--- src/rtl/cascade_counter.sv ---
// Cascade counter: a chain of STAGES up/down counters, each N bits wide.
// Stage 0 counts when en is high. Every later stage counts when the stage
// below it rolls over (or borrows), and all stages update in the same cycle.
// Each stage has its own runtime terminal value taken from max_val.
module cascade_counter #(
  parameter int N      = 4,
  parameter int STAGES = 3
) (
  input  logic                  clk,
  input  logic                  rst,
  input  logic                  en,
  input  logic                  dir,
  input  logic                  clr,
  input  logic                  load,
  input  logic [STAGES*N-1:0]   load_val,
  input  logic [STAGES*N-1:0]   max_val,
  output logic [STAGES*N-1:0]   count,
  output logic [STAGES-1:0]     carry,
  output logic                  wrap
);

  localparam logic [N-1:0] ONE = {{(N-1){1'b0}}, 1'b1};

  logic [STAGES*N-1:0] count_q;
  logic [STAGES*N-1:0] count_d;
  logic [STAGES-1:0]   carry_c;

  // Walk the chain from stage 0 upward. Each stage works out its next value
  // and its carry, and that carry becomes the enable of the stage above.
  // Clear and load override counting and also suppress every carry.
  // Reset suppresses every carry as well.
  always_comb begin : next_state
    logic         chain_en;
    logic         active;
    logic         term;
    logic [N-1:0] cur;
    logic [N-1:0] mx;
    logic [N-1:0] nxt;

    active   = rst & ~clr & ~load;
    chain_en = en;
    term     = 1'b0;
    cur      = '0;
    mx       = '0;
    nxt      = '0;
    carry_c  = '0;
    count_d  = count_q;

    for (int i = 0; i < STAGES; i++) begin
      cur  = count_q[i*N +: N];
      mx   = max_val[i*N +: N];
      // When counting up, a value above the terminal value still counts as
      // terminal, so a stage that was loaded out of range wraps to 0.
      term = dir ? (cur == '0) : (cur >= mx);

      if (dir) begin
        // When counting down, a value above the terminal value is pulled
        // back to the terminal value. That step is not a borrow.
        if (cur == '0) begin
          nxt = mx;
        end else if (cur <= mx) begin
          nxt = cur - ONE;
        end else begin
          nxt = mx;
        end
      end else begin
        nxt = term ? '0 : cur + ONE;
      end

      carry_c[i] = chain_en & term & active;
      if (chain_en) begin
        count_d[i*N +: N] = nxt;
      end
      chain_en = carry_c[i];
    end

    if (clr) begin
      count_d = '0;
    end else if (load) begin
      count_d = load_val;
    end
  end

  // Stage registers. Reset clears them immediately, without waiting for a clock edge.
  always_ff @(posedge clk or negedge rst) begin
    if (!rst) begin
      count_q <= '0;
    end else begin
      count_q <= count_d;
    end
  end

  assign count = count_q;
  assign carry = carry_c;
  assign wrap  = carry_c[STAGES-1];

endmodule

--- config.mk ---
export PLATFORM = sky130hd
export DESIGN_NAME = cascade_counter
export DESIGN_NICKNAME = d
export VERILOG_FILES = /design/src/rtl/cascade_counter.sv
export SDC_FILE = /design/constraint.sdc
export NUM_CORES = 1
export LEC_CHECK = 0
export CORE_MARGIN = 2
export CORE_UTILIZATION = 53
export CTS_BUF_LIST = sky130_fd_sc_hd__clkbuf_4 sky130_fd_sc_hd__clkbuf_8
export DETAILED_ROUTE_END_ITERATION = 8
export HOLD_SLACK_MARGIN = 0.05
export PLACE_DENSITY_LB_ADDON = 0.3
export SETUP_SLACK_MARGIN = 0.2
export SLEW_MARGIN = 15
export SYNTH_ARGS = -nofsm -noshare
export SYNTH_HDL_FRONTEND = slang
export SYNTH_SLANG_ARGS = --single-unit
--- constraint.sdc ---
create_clock -name clk -period 5.6 [get_ports clk]
set_input_delay 0.84 -clock clk [delete_from_list [all_inputs] [get_ports clk]]
set_output_delay 0.84 -clock clk [all_outputs]
set_load 0.01 [all_outputs]
# Yosys cells after proc, flatten, opt, wreduce, memory -nomap -nowiden
# Index checks and enable logic that the tools add are counted.
# Widths: inputs -> output; s select.
# totals
register_bits	12
latchBits	0
mem_bits_rw	0
mem_bits_ro	0
input_bits	30
n_memories	0
# op_classes
n_addsub	6
multipliers	0
div	0
order_cmp	6
eq_ne	0
n_shift	0
muxes	20
bitwise_logic	10
reduce_logical	6
# op_table
op	n
$mux 4	15
$mux 12	2
$add 4x1->4 const B	3
$ge 4x4->1	3
$le 4x4->1	3
$logic_not 4->1	3
$sub 4x1->4 const B	3
$reduce_bool 3->1	3
$and 1x1->1	8
$mux 1	3
$not 1->1	2

# Depth between registers and ports, before layout
# Gate-level depths: netlist of the first run.
# logic_depth
word_depth	9
ltp_mapped	9

# Worst setup path before layout of the first run
# No wires, ideal clock.
# synth_path
path_kind	input to output
startpoint	input port max_val[1]
endpoint	output port carry[2]
t_arrival_ns	2.399
required_time_ns	4.760
path_slack_ns	2.361
cell_stages	9
path_buffers	2
cell_sequence	inv_1 -> ha_1 -> nor2b_1 -> o211ai_1 -> nand4_1 -> and4_1 -> buf_4 -> and2_1 -> buf_4
# synth_between
elab_chain_len	8
# synth_rtl
item	line	rtl
start: declaration	16	input logic [STAGES*N-1:0] max_val,
$ge 4x4->1	54	term = dir ? (cur == '0) : (cur >= mx);
$mux 1	54	
$and 1x1->1 (4 in series)	70	carry_c[i] = chain_en & term & active;
via carry[1]	18	output logic [STAGES-1:0] carry,
$and 1x1->1 (2 in series)	70	
end: declaration	18	
# The timed path passes the listed nets, and every way through them passes these cells.

# Worst setup path after layout of the first run
# layout_path
startpoint	input port rst
endpoint	output port wrap
# layout_between
elab_chain_len	7
# layout_rtl
item	line	rtl
start: declaration	10	input logic rst,
$and 1x1->1 * (2 in series)	40	active = rst & ~clr & ~load;
$and 1x1->1 (4 in series)	70	
$and 1x1->1 *	70	
end: declaration	19	output logic wrap
# Every way passes the cells marked *; elsewhere a longest branch is shown, timed or not.

==> results of run 1 <==
## per-stage QoR
step / utilization / instance area (um^2) / hold WS, ns
after floorplan: - / 1580 / 0.544
after global placement: 0.727 / 2040 / 0.666
after detailed placement: 0.727 / 2040 / 0.676
after CTS: 0.740 / 2070 / 0.692
after global routing: 0.740 / 2070 / 0.705
final: 0.740 / 2070 / 0.694
## synth_stat cells, types with 2 or more instances
master and instances:
a211oi_1 4, nand2_1 8, a2111oi_1 2, inv_1 21, nor2_1 5, mux2i_1 5, ha_1 19, a21oi_1 20
and4_1 3, o21ai_0 4, o211ai_1 5, nand4_1 3, or3b_4 2, nand3_1 5, xor2_1 4, a31o_2 2
buf_4 3, nand2b_1 5, o31ai_1 3, clkbuf_1 4, o32ai_2 3, dfrtp_1 12, o311a_1 2, nor3b_1 2
nor2b_1 3, and2_1 4, a221oi_1 3, xnor2_1 6, nor3_1 5
## kinds of logic after synthesis
| kind of cell | synth area share |
|---|---|
| muxes | 0.0316 |
| AOI/OAI and AO/OA | 0.308 |
| DFF | 0.190 |
| adders and majority gates | 0.150 |
| buffers and inverters | 0.0766 |
| and+or+nand+nor | 0.189 |
| xor gates and xnor gates | 0.0553 |
## final timing paths
check	to	slack (ns)	cells after the start	start
min in group asynchronous	count[2]	0.93	1	rst
worst min register to register	count[9]	0.69	2	count[9]
worst max register to register	count[11]	3.11	7	count[0]
worst min-delay path	count[9]	0.69	2	count[9]
worst max-delay path	wrap	1.35	6	rst
max in group asynchronous	count[5]	4.29	1	rst
## report_power, final
group,total [W],leakage [nW],internal [W],switching (W)
Combinational,0.000171,0.706,0.0000878,0.0000835
Clock,0.0000693,0.0210,0.0000396,0.0000296
Sequential,0.000106,0.159,0.0000927,0.0000135
## cell type report
class / count / area share
Multi-Input combinational cell: 145 / 0.560
Inverter: 21 / 0.0380
Timing Repair Buffer: 46 / 0.221
Tap cell: 31 / 0.0187
Sequential cell: 12 / 0.145
Clock buffer: 4 / 0.0175
## worst min-delay path, delay by kind of cell (launching register included)
kind | cells | cell delay [ns]
compound gates | 1 | 0.08
flops | 1 | 0.46
simple gates | 1 | 0.12
## routing by layer
layer  share of wire  vias to the layer above  track usage  wire (um)
met5               0                        -            0          0
met4           0.020                        0       0.0714         84
met3           0.063                       11       0.0527        262
met2            0.51                       65        0.459       2130
met1            0.41                      760        0.315       1690
li1                -                      778            -          -
==> results by group, run 1 <==
Detailed routing
  – WL/cell: 16.1 um
  – Vias: 1,614
  – First-iteration detailed-routing DRC count: 79
  – Pre-antenna DRT Iters: 6
  – Vias per inst: 6.23
  – Post-route DRC: 2
  – Final antenna-violating net count: 0
  – Drt total wl: 4.16 mm

Synth
  – Syn Area/Cell: 8.52 um^2
  – Syn nets: 235
  – Synth unique cells: 48
  – Synth top area cells: dfrtp_1 19%, ha_1 15%, a21oi_1 6.3%, inv_1 5.0%, xnor2_1 3.3%
  – Synth warnings: 0
  – Seq/Total Area, Yosys: 0.190
  – Cell count after synthesis: 186
  – EDFF count, synth: 0
  – Area leader, netlist: dfrtp_1
  – Area share of the largest cell type after synthesis: 0.190
  – Ys async rst share: 1.00
  – Cell area after synthesis: 1580 um^2
  – Ys flop type: dfrtp_1
  – Seq cells post-synth: 12

Finish
  – Commonest cells after routing, fill and taps aside: 45 x clkdlybuf4s50_1, 21 x inv_1, 20 x a21oi_1
  – Area Overhead vs Synth: 31.0%
  – Nets: 278
  – Number of fill cells in the layout: 222
  – Commonest non-fill, non-tap cell in the layout: clkdlybuf4s50_1
  – Reg area: 300 um^2
  – Antenna diodes: 0
  – Share of layout cells above drive strength 1: 0.0877
  – Multi-input logic area: 1160 um^2
  – Largest register FFs: 12
  – Finished Layout Cells: 259

Die
  – Chip width: 58.7 um
  – Die span in y: 58.7 um
  – Core area: 2810 um^2
  – Num ports: 46
  – Rows: 19
  – Die area: 3440 um^2
  – Initial Utilization: 0.565

Critical path
  – Max stage delay cell, worst path: clkdlybuf4s50_1
  – Critical path's most frequent cell: clkdlybuf4s50_1
  – CP Capture Type: primary output
  – Setup CP Type: input pin to primary output
  – Critical Path, Cell by Cell: clkdlybuf4s50_1 -> nand2_1 -> a2111oi_2 -> and4_1 -> and2_1 -> clkdlybuf4s50_1
  – CP delay by family, top: buffers and inverters
  – Crit-path max FO: 13
  – Max stage delay on crit path: 0.84 ns
  – CP arrival: 3.41 ns
  – Critical path buffers and inverters: 2
  – CP startpoint kind: input pin
  – Critical Path RT: 4.76 ns

Timing
  – Pins Over Slew Limit: 0
  – Finish-stage setup viols: 0
  – Worst Max-Slew Pin Slew: 0.658 ns
  – Final hold violations: 0
  – RSZ-0062 raised after global routing: false
  – Clk_skew: 0.00580 ns
  – Final clock period utilization by the worst path: 0.758
  – FMAX: 236 MHz
  – Rel. slew slack: 0.560
  – Final min period: 4.25 ns
  – Sum of negative setup slack: 0 ns
  – Setup ws final: 1.35 ns

Clock tree
  – # hold bufs at CTS: 0
  – CTS tree: yes
  – Post-cts resize count: 0
  – CTS Buffer Depth: 2
  – Clock Latency Late Sink: 0.28 ns
  – Clock slew at reported path FFs: 0.07 ns
  – Root Buffer: clkbuf_4
  – Setup bufs post-CTS: 0
  – Clock Sinks: 12
  – Htree depth: 1
  – Total CTS buffers: 3

Place
  – Post-place setup slack: 1.35 ns
  – DP Wirelength: 3.29 mm
  – Cells after DPL: 255
  – PortBufs: 45
  – GP Congestion: 0.868

GRT
  – Total gr overflow: 0
  – Largest net degree at the start of global routing: 32
  – First-pass GRT wire length: 6.96 mm
  – Number of global-route vias before repair: 1,578
  – Initial antenna violation count: 0
  – Gr usage total: 0.258

Power and ir drop
  – Power Total: 0.000347 W
  – Leakage power: 0.886 nW
  – Pwr dens: 167 nW/um^2
  – VDD IR-drop max: 0.144 mV

Run status
  – Violated checks: design-rule violations
  – Status: finished with violations

Worst hold path
  – Hold Path Class: flip-flop to flip-flop

Job
  – Max-Cap Viols: 0
Power figures use the tool's default switching activity.
==> inputs of run 2 (changes only) <==
CORE_UTILIZATION = 45   (was 53)
clock period = 3.6 ns   (was 5.6 ns; I/O delays follow)
==> results by group, run 2 (synthesis results as in run 1) <==
Run status
  – Status: completed

Die
  – Num ports: 46 (unchanged)
  – Die area: 4010 um^2 (+17%)
  – Initial Utilization: 0.471 (-0.0937)
  – Chip width: 63.3 um (+7.9%)
  – Rows: 21 (+2)
  – Die span in y: 63.3 um (+7.9%)
  – Core area: 3360 um^2 (+20%)

Clock tree
  – Clock Latency Late Sink: 0.28 ns (about the same)
  – Clock Sinks: 12 (unchanged)
  – Total CTS buffers: 3 (unchanged)
  – CTS Buffer Depth: 2 (unchanged)
  – CTS tree: yes
  – Clock slew at reported path FFs: 0.09 ns (+0.02 ns)
  – Htree depth: 1 (unchanged)
  – Root Buffer: clkbuf_4

Timing
  – RSZ-0062 raised after global routing: false
  – Finish-stage setup viols: 0 (unchanged)
  – Rel. slew slack: 0.692 (+0.132)
  – Fin Hold WS: 0.634 ns (-0.0598 ns)
  – Final hold violations: 0 (unchanged)
  – Pins Over Slew Limit: 0 (unchanged)
  – Final clock period utilization by the worst path: 0.908
  – Sum of negative setup slack: 0 ns (unchanged)
  – Clk_skew: 0.0123 ns (+0.00655 ns)
  – FMAX: 306 MHz
  – Worst Max-Slew Pin Slew: 0.460 ns (-0.198 ns)
  – Final min period: 3.27 ns

GRT
  – Largest net degree at the start of global routing: 31 (-3.1%)
  – Initial antenna violation count: 0 (unchanged)
  – Total gr overflow: 0 (unchanged)
  – Gr usage total: 0.216 (-0.0415)
  – First-pass GRT wire length: 7.09 mm (+2.0%)
  – Number of global-route vias before repair: 1,534 (-2.8%)

Finish
  – Share of layout cells above drive strength 1: 0.155 (+0.0671)
  – Finished Layout Cells: 285 (+10%)
  – Commonest non-fill, non-tap cell in the layout: clkdlybuf4s50_1
  – Commonest cells after routing, fill and taps aside: 44 x clkdlybuf4s50_1, 20 x inv_1, 19 x a21oi_1, 19 x ha_1, 13 x buf_4
  – Largest register FFs: 12 (unchanged)
  – Nets: 290 (+4.3%)
  – Antenna diodes: 0 (unchanged)
  – Area Overhead vs Synth: 38.6%

Power and ir drop
  – Leakage power: 0.957 nW (+8.1%)
  – Pwr dens: 242 nW/um^2 (+45%)
  – VDD IR-drop max: 0.122 mV (-15%)

Detailed routing
  – Drt total wl: 4.20 mm (+0.96%)
  – Pre-antenna DRT Iters: 4 (-2)
  – Final antenna-violating net count: 0 (unchanged)
  – Post-route DRC: 0 (-2)
  – Vias: 1,601 (-0.81%)
  – WL/cell: 14.7 um (-8.2%)
  – First-iteration detailed-routing DRC count: 63 (-20%)
  – Vias per inst: 5.62 (-9.9%)

Place
  – DP Wirelength: 3.16 mm (-4.1%)
  – PortBufs: 45 (unchanged)
  – GP Congestion: 0.846 (-2.6%)
  – Cells after DPL: 279 (+9.4%)

Critical path
  – CP Capture Type: primary output
  – CP arrival: 2.73 ns (-0.68 ns)
  – Crit-path max FO: 4 (-9)
  – Critical Path RT: 3.06 ns (-1.70 ns)
  – CP startpoint kind: input pin
  – Setup CP Type: input pin to primary output

Worst hold path
  – Hold Path Class: input pin to asynchronous set/reset pin

Job
  – Max-Cap Viols: 0 (unchanged)
## run 2: changes by cell type in the layout (fill, tap and decap cells not counted), sizes merged
cell	before	now
buf	1	13
clkbuf	4	3
clkdlybuf4s50	45	44
dlymetal6s2s	0	1
## run 2: report_power, final
part           leakage [nW]  internal, W  switching [W]
registers             0.157     0.000144      0.0000195
logic                 0.786     0.000149       0.000132
clock network        0.0138    0.0000387      0.0000475
## run 2: what timing repair did
| action | CTS | global route |
|---|---|---|
| setup endpoints to repair | 3 | 3 |
| hold buffers | 0 | 0 |
| pin swaps | 1 | 4 |
| gates resized for setup | 3 | 6 |
| gates cloned | 0 | 0 |
| setup buffers | 1 | 2 |
## run 2: cell type report
cell class	count	area, um^2
well taps	46	57.6
clock buffers	3	22.5
repair buffers	58	551
flip-flops and latches	12	302
inverters	21	78.8
fillers	308	1170
multi-input cells	145	1180
## run 2: final timing paths
path,start,to,slack [ns],depth (start not counted)
min,rst,count[2],0.63,2
min reg2reg,count[8],count[8],0.69,2
max,max_val[7],carry[2],0.33,9
max reg2reg,count[1],count[4],1.25,9
min in group clk,count[8],count[8],0.69,2
max in group asynchronous,rst,count[0],2.77,2
## run 2: routing by layer
| layer | up-vias | track usage | wire [um] |
|---|---|---|---|
| met5 | - | 0 | 0 |
| met3 | 4 | 0.0250 | 181 |
| met4 | 0 | 0.0652 | 45 |
| met2 | 52 | 0.371 | 2040 |
| met1 | 742 | 0.284 | 1940 |
| li1 | 803 | - | - |
## run 2: through the flow
stage | instance area (um^2) | worst slack [ns] | utilization | total power, W
after CTS | 2170 | 0.205 | 0.645 | 0.000527
after global placement | 2120 | 0.255 | 0.632 | 0.000435
after global routing | 2200 | 0.208 | 0.653 | 0.000569
after floorplan | 1580 | 0.861 | - | 0.000333
final | 2200 | 0.330 | 0.653 | 0.000531
after detailed placement | 2120 | 0.201 | 0.632 | 0.000438
## run 2: critical path, cell delays in order
cell and delay, ns:
clkdlybuf4s50_1 0.47, inv_1 0.05, ha_1 0.35, and4_4 0.25
nor2_1 0.04, nand3_1 0.10, and4_4 0.25, and2_1 0.15
clkdlybuf4s50_1 0.54
==> inputs of run 3 (changes only) <==
CORE_UTILIZATION = 43   (was 45)
CTS_BUF_LIST = sky130_fd_sc_hd__clkbuf_8 sky130_fd_sc_hd__clkbuf_16   (was sky130_fd_sc_hd__clkbuf_4 sky130_fd_sc_hd__clkbuf_8)
GPL_TIMING_DRIVEN = 1   (was unset)
clock period = 2.7 ns   (was 3.6 ns; I/O delays follow)
==> results by group, run 3 (synthesis results as in run 1) <==
Clock tree
  – # hold bufs at CTS: 0 (unchanged)
  – CTS Buffer Depth: 2 (unchanged)
  – Clock Sinks: 12 (unchanged)
  – Root Buffer: clkbuf_8
  – CTS tree: yes
  – Clock Latency Late Sink: 0.25 ns (-0.03 ns)
  – Htree depth: 1 (unchanged)
  – Clock slew at reported path FFs: 0.06 ns (-0.03 ns)
  – Total CTS buffers: 3 (unchanged)

Run status
  – Status: completed

Detailed routing
  – WL/cell: 16.0 um (+8.2%)
  – Met3 Wirelength: 213 um (+18%)
  – Vias per inst: 5.57 (-0.81%)
  – First-iteration detailed-routing DRC count: 170 (+170%)
  – Max layer used: met4
  – Drt total wl: 5.30 mm (+26%)
  – Post-route DRC: 0 (unchanged)
  – M1 wire length: 2.45 mm (+26%)
  – Pre-antenna DRT Iters: 4 (unchanged)
  – Vias: 1,850 (+16%)
  – Final antenna-violating net count: 0 (unchanged)
  – Met2 WL: 2.57 mm (+26%)

Timing
  – FMAX: 391 MHz
  – Final hold violations: 0 (unchanged)
  – Final clock period utilization by the worst path: 0.946
  – Finish-stage setup viols: 0 (unchanged)
  – Clk_skew: 0.00447 ns (-0.00788 ns)
  – Setup ws final: 0.145 ns (-0.185 ns)
  – Rel. slew slack: 0.696 (+0.00411)
  – Worst Max-Slew Pin Slew: 0.455 ns (-0.00517 ns)
  – RSZ-0062 raised after global routing: true
  – Final min period: 2.55 ns
  – Pins Over Slew Limit: 0 (unchanged)

GRT
  – Initial antenna violation count: 0 (unchanged)
  – Total gr overflow: 0 (unchanged)
  – First-pass GRT wire length: 8.47 mm (+19%)
  – Number of global-route vias before repair: 1,783 (+16%)
  – Largest net degree at the start of global routing: 31 (unchanged)
  – Gr usage total: 0.260 (+0.0434)

Die
  – Rows: 22 (+4.8%)
  – Num ports: 46 (unchanged)
  – Chip width: 64.7 um (+2.2%)
  – Die area: 4190 um^2 (+4.4%)
  – Die span in y: 64.7 um (+2.2%)
  – Core area: 3610 um^2 (+7.2%)
  – Initial Utilization: 0.439 (-0.0317)

Place
  – DP Wirelength: 3.56 mm (+13%)
  – PortBufs: 45 (unchanged)
  – Post-place setup slack: -0.330 ns (-0.531 ns)
  – Cells after DPL: 310 (+11%)
  – GP Congestion: 0.891 (+5.3%)
  – Placed Area: 2360 um^2 (+11%)

Finish
  – Commonest cells after routing, fill and taps aside: 54 x buf_4, 38 x clkdlybuf4s50_1, 19 x a21oi_1
  – Commonest non-fill, non-tap cell in the layout: buf_4
  – Share of layout cells above drive strength 1: 0.349 (+0.194)
  – Largest register FFs: 12 (unchanged)
  – Area Overhead vs Synth: 68.8%
  – Reg area: 302 um^2 (unchanged)
  – Number of fill cells in the layout: 264 (-14%)
  – Nets: 334 (+15%)
  – Antenna diodes: 0 (unchanged)
  – Finished layout cell area: 2670 um^2 (+22%)
  – Multi-input logic area: 1290 um^2 (+8.9%)
  – Finished Layout Cells: 332 (+16%)

Critical path
  – CP startpoint kind: flip-flop
  – CP Capture Type: primary output
  – Crit-path max FO: 3 (-1)
  – Setup CP Type: flip-flop to primary output
  – Critical Path RT: 2.30 ns (-0.76 ns)
  – CP arrival: 2.15 ns (-0.58 ns)

Power and ir drop
  – VDD IR-drop max: 0.266 mV (+120%)
  – Pwr dens: 342 nW/um^2 (+41%)
  – Leakage power: 1.20 nW (+25%)

Worst hold path
  – Hold Path Class: input pin to asynchronous set/reset pin

Job
  – Max-Cap Viols: 0 (unchanged)
[run 3: cell count changes in the layout (fill, tap and decap cells not counted), sizes merged]
cell | previous run | this run
clkdlybuf4s50 | 44 | 38
clkbuf | 3 | 4
buf | 13 | 61
dlygate4sd2 | 0 | 2
[run 3: final timing paths]
path / cells past startpoint / endpoint / from / slack [ns]
max: 7 / carry[2] / count[1] / 0.15
min: 2 / count[6] / rst / 0.51
max reg2reg: 11 / count[4] / count[1] / 0.29
min reg2reg: 2 / count[8] / count[8] / 0.69
max in group asynchronous: 2 / count[1] / rst / 2.02
min in group clk: 2 / count[8] / count[8] / 0.69
[run 3: cell type report]
class	count	area share
Clock buffer	4	0.0206
Inverter	21	0.0295
Multi-Input combinational cell	145	0.482
Sequential cell	12	0.113
Tap cell	48	0.0225
Timing Repair Buffer	102	0.332
[run 3: metrics by stage]
step	hold WS, ns	power, W	TNS (ns)	util
after floorplan	0.109	0.000446	0	-
after global placement	0.674	0.000632	-1.04	0.655
after detailed placement	0.686	0.000639	-1.60	0.655
after CTS	0.500	0.000884	0	0.720
after global routing	0.517	0.000969	0	0.741
final	0.507	0.000914	0	0.741
[run 3: metal layers]
layer / up-vias / global-route usage
met2: 56 / 0.445
met1: 891 / 0.352
met5: - / 0
met4: 0 / 0.0878
li1: 898 / -
met3: 5 / 0.00868
[run 3: power by group]
group	internal (W)	total (W)	switching, W
clock	0.000129	0.000203	0.0000738
sequential	0.000193	0.000207	0.0000139
combinational	0.000276	0.000504	0.000228
[run 3: critical path, cell delays in order, from the launching register on]
cell,delay (ns)
dfrtp_2,0.42
inv_2,0.08
ha_4,0.11
or3b_4,0.39
a2111oi_4,0.35
and4_4,0.29
and2_4,0.16
buf_6,0.09
[run 3: what timing repair did]
action                                  CTS  global route
gates resized for setup                  31            13
buffers inserted                         17             1
pin swaps                                14             6
endpoints found under the setup margin    7             8
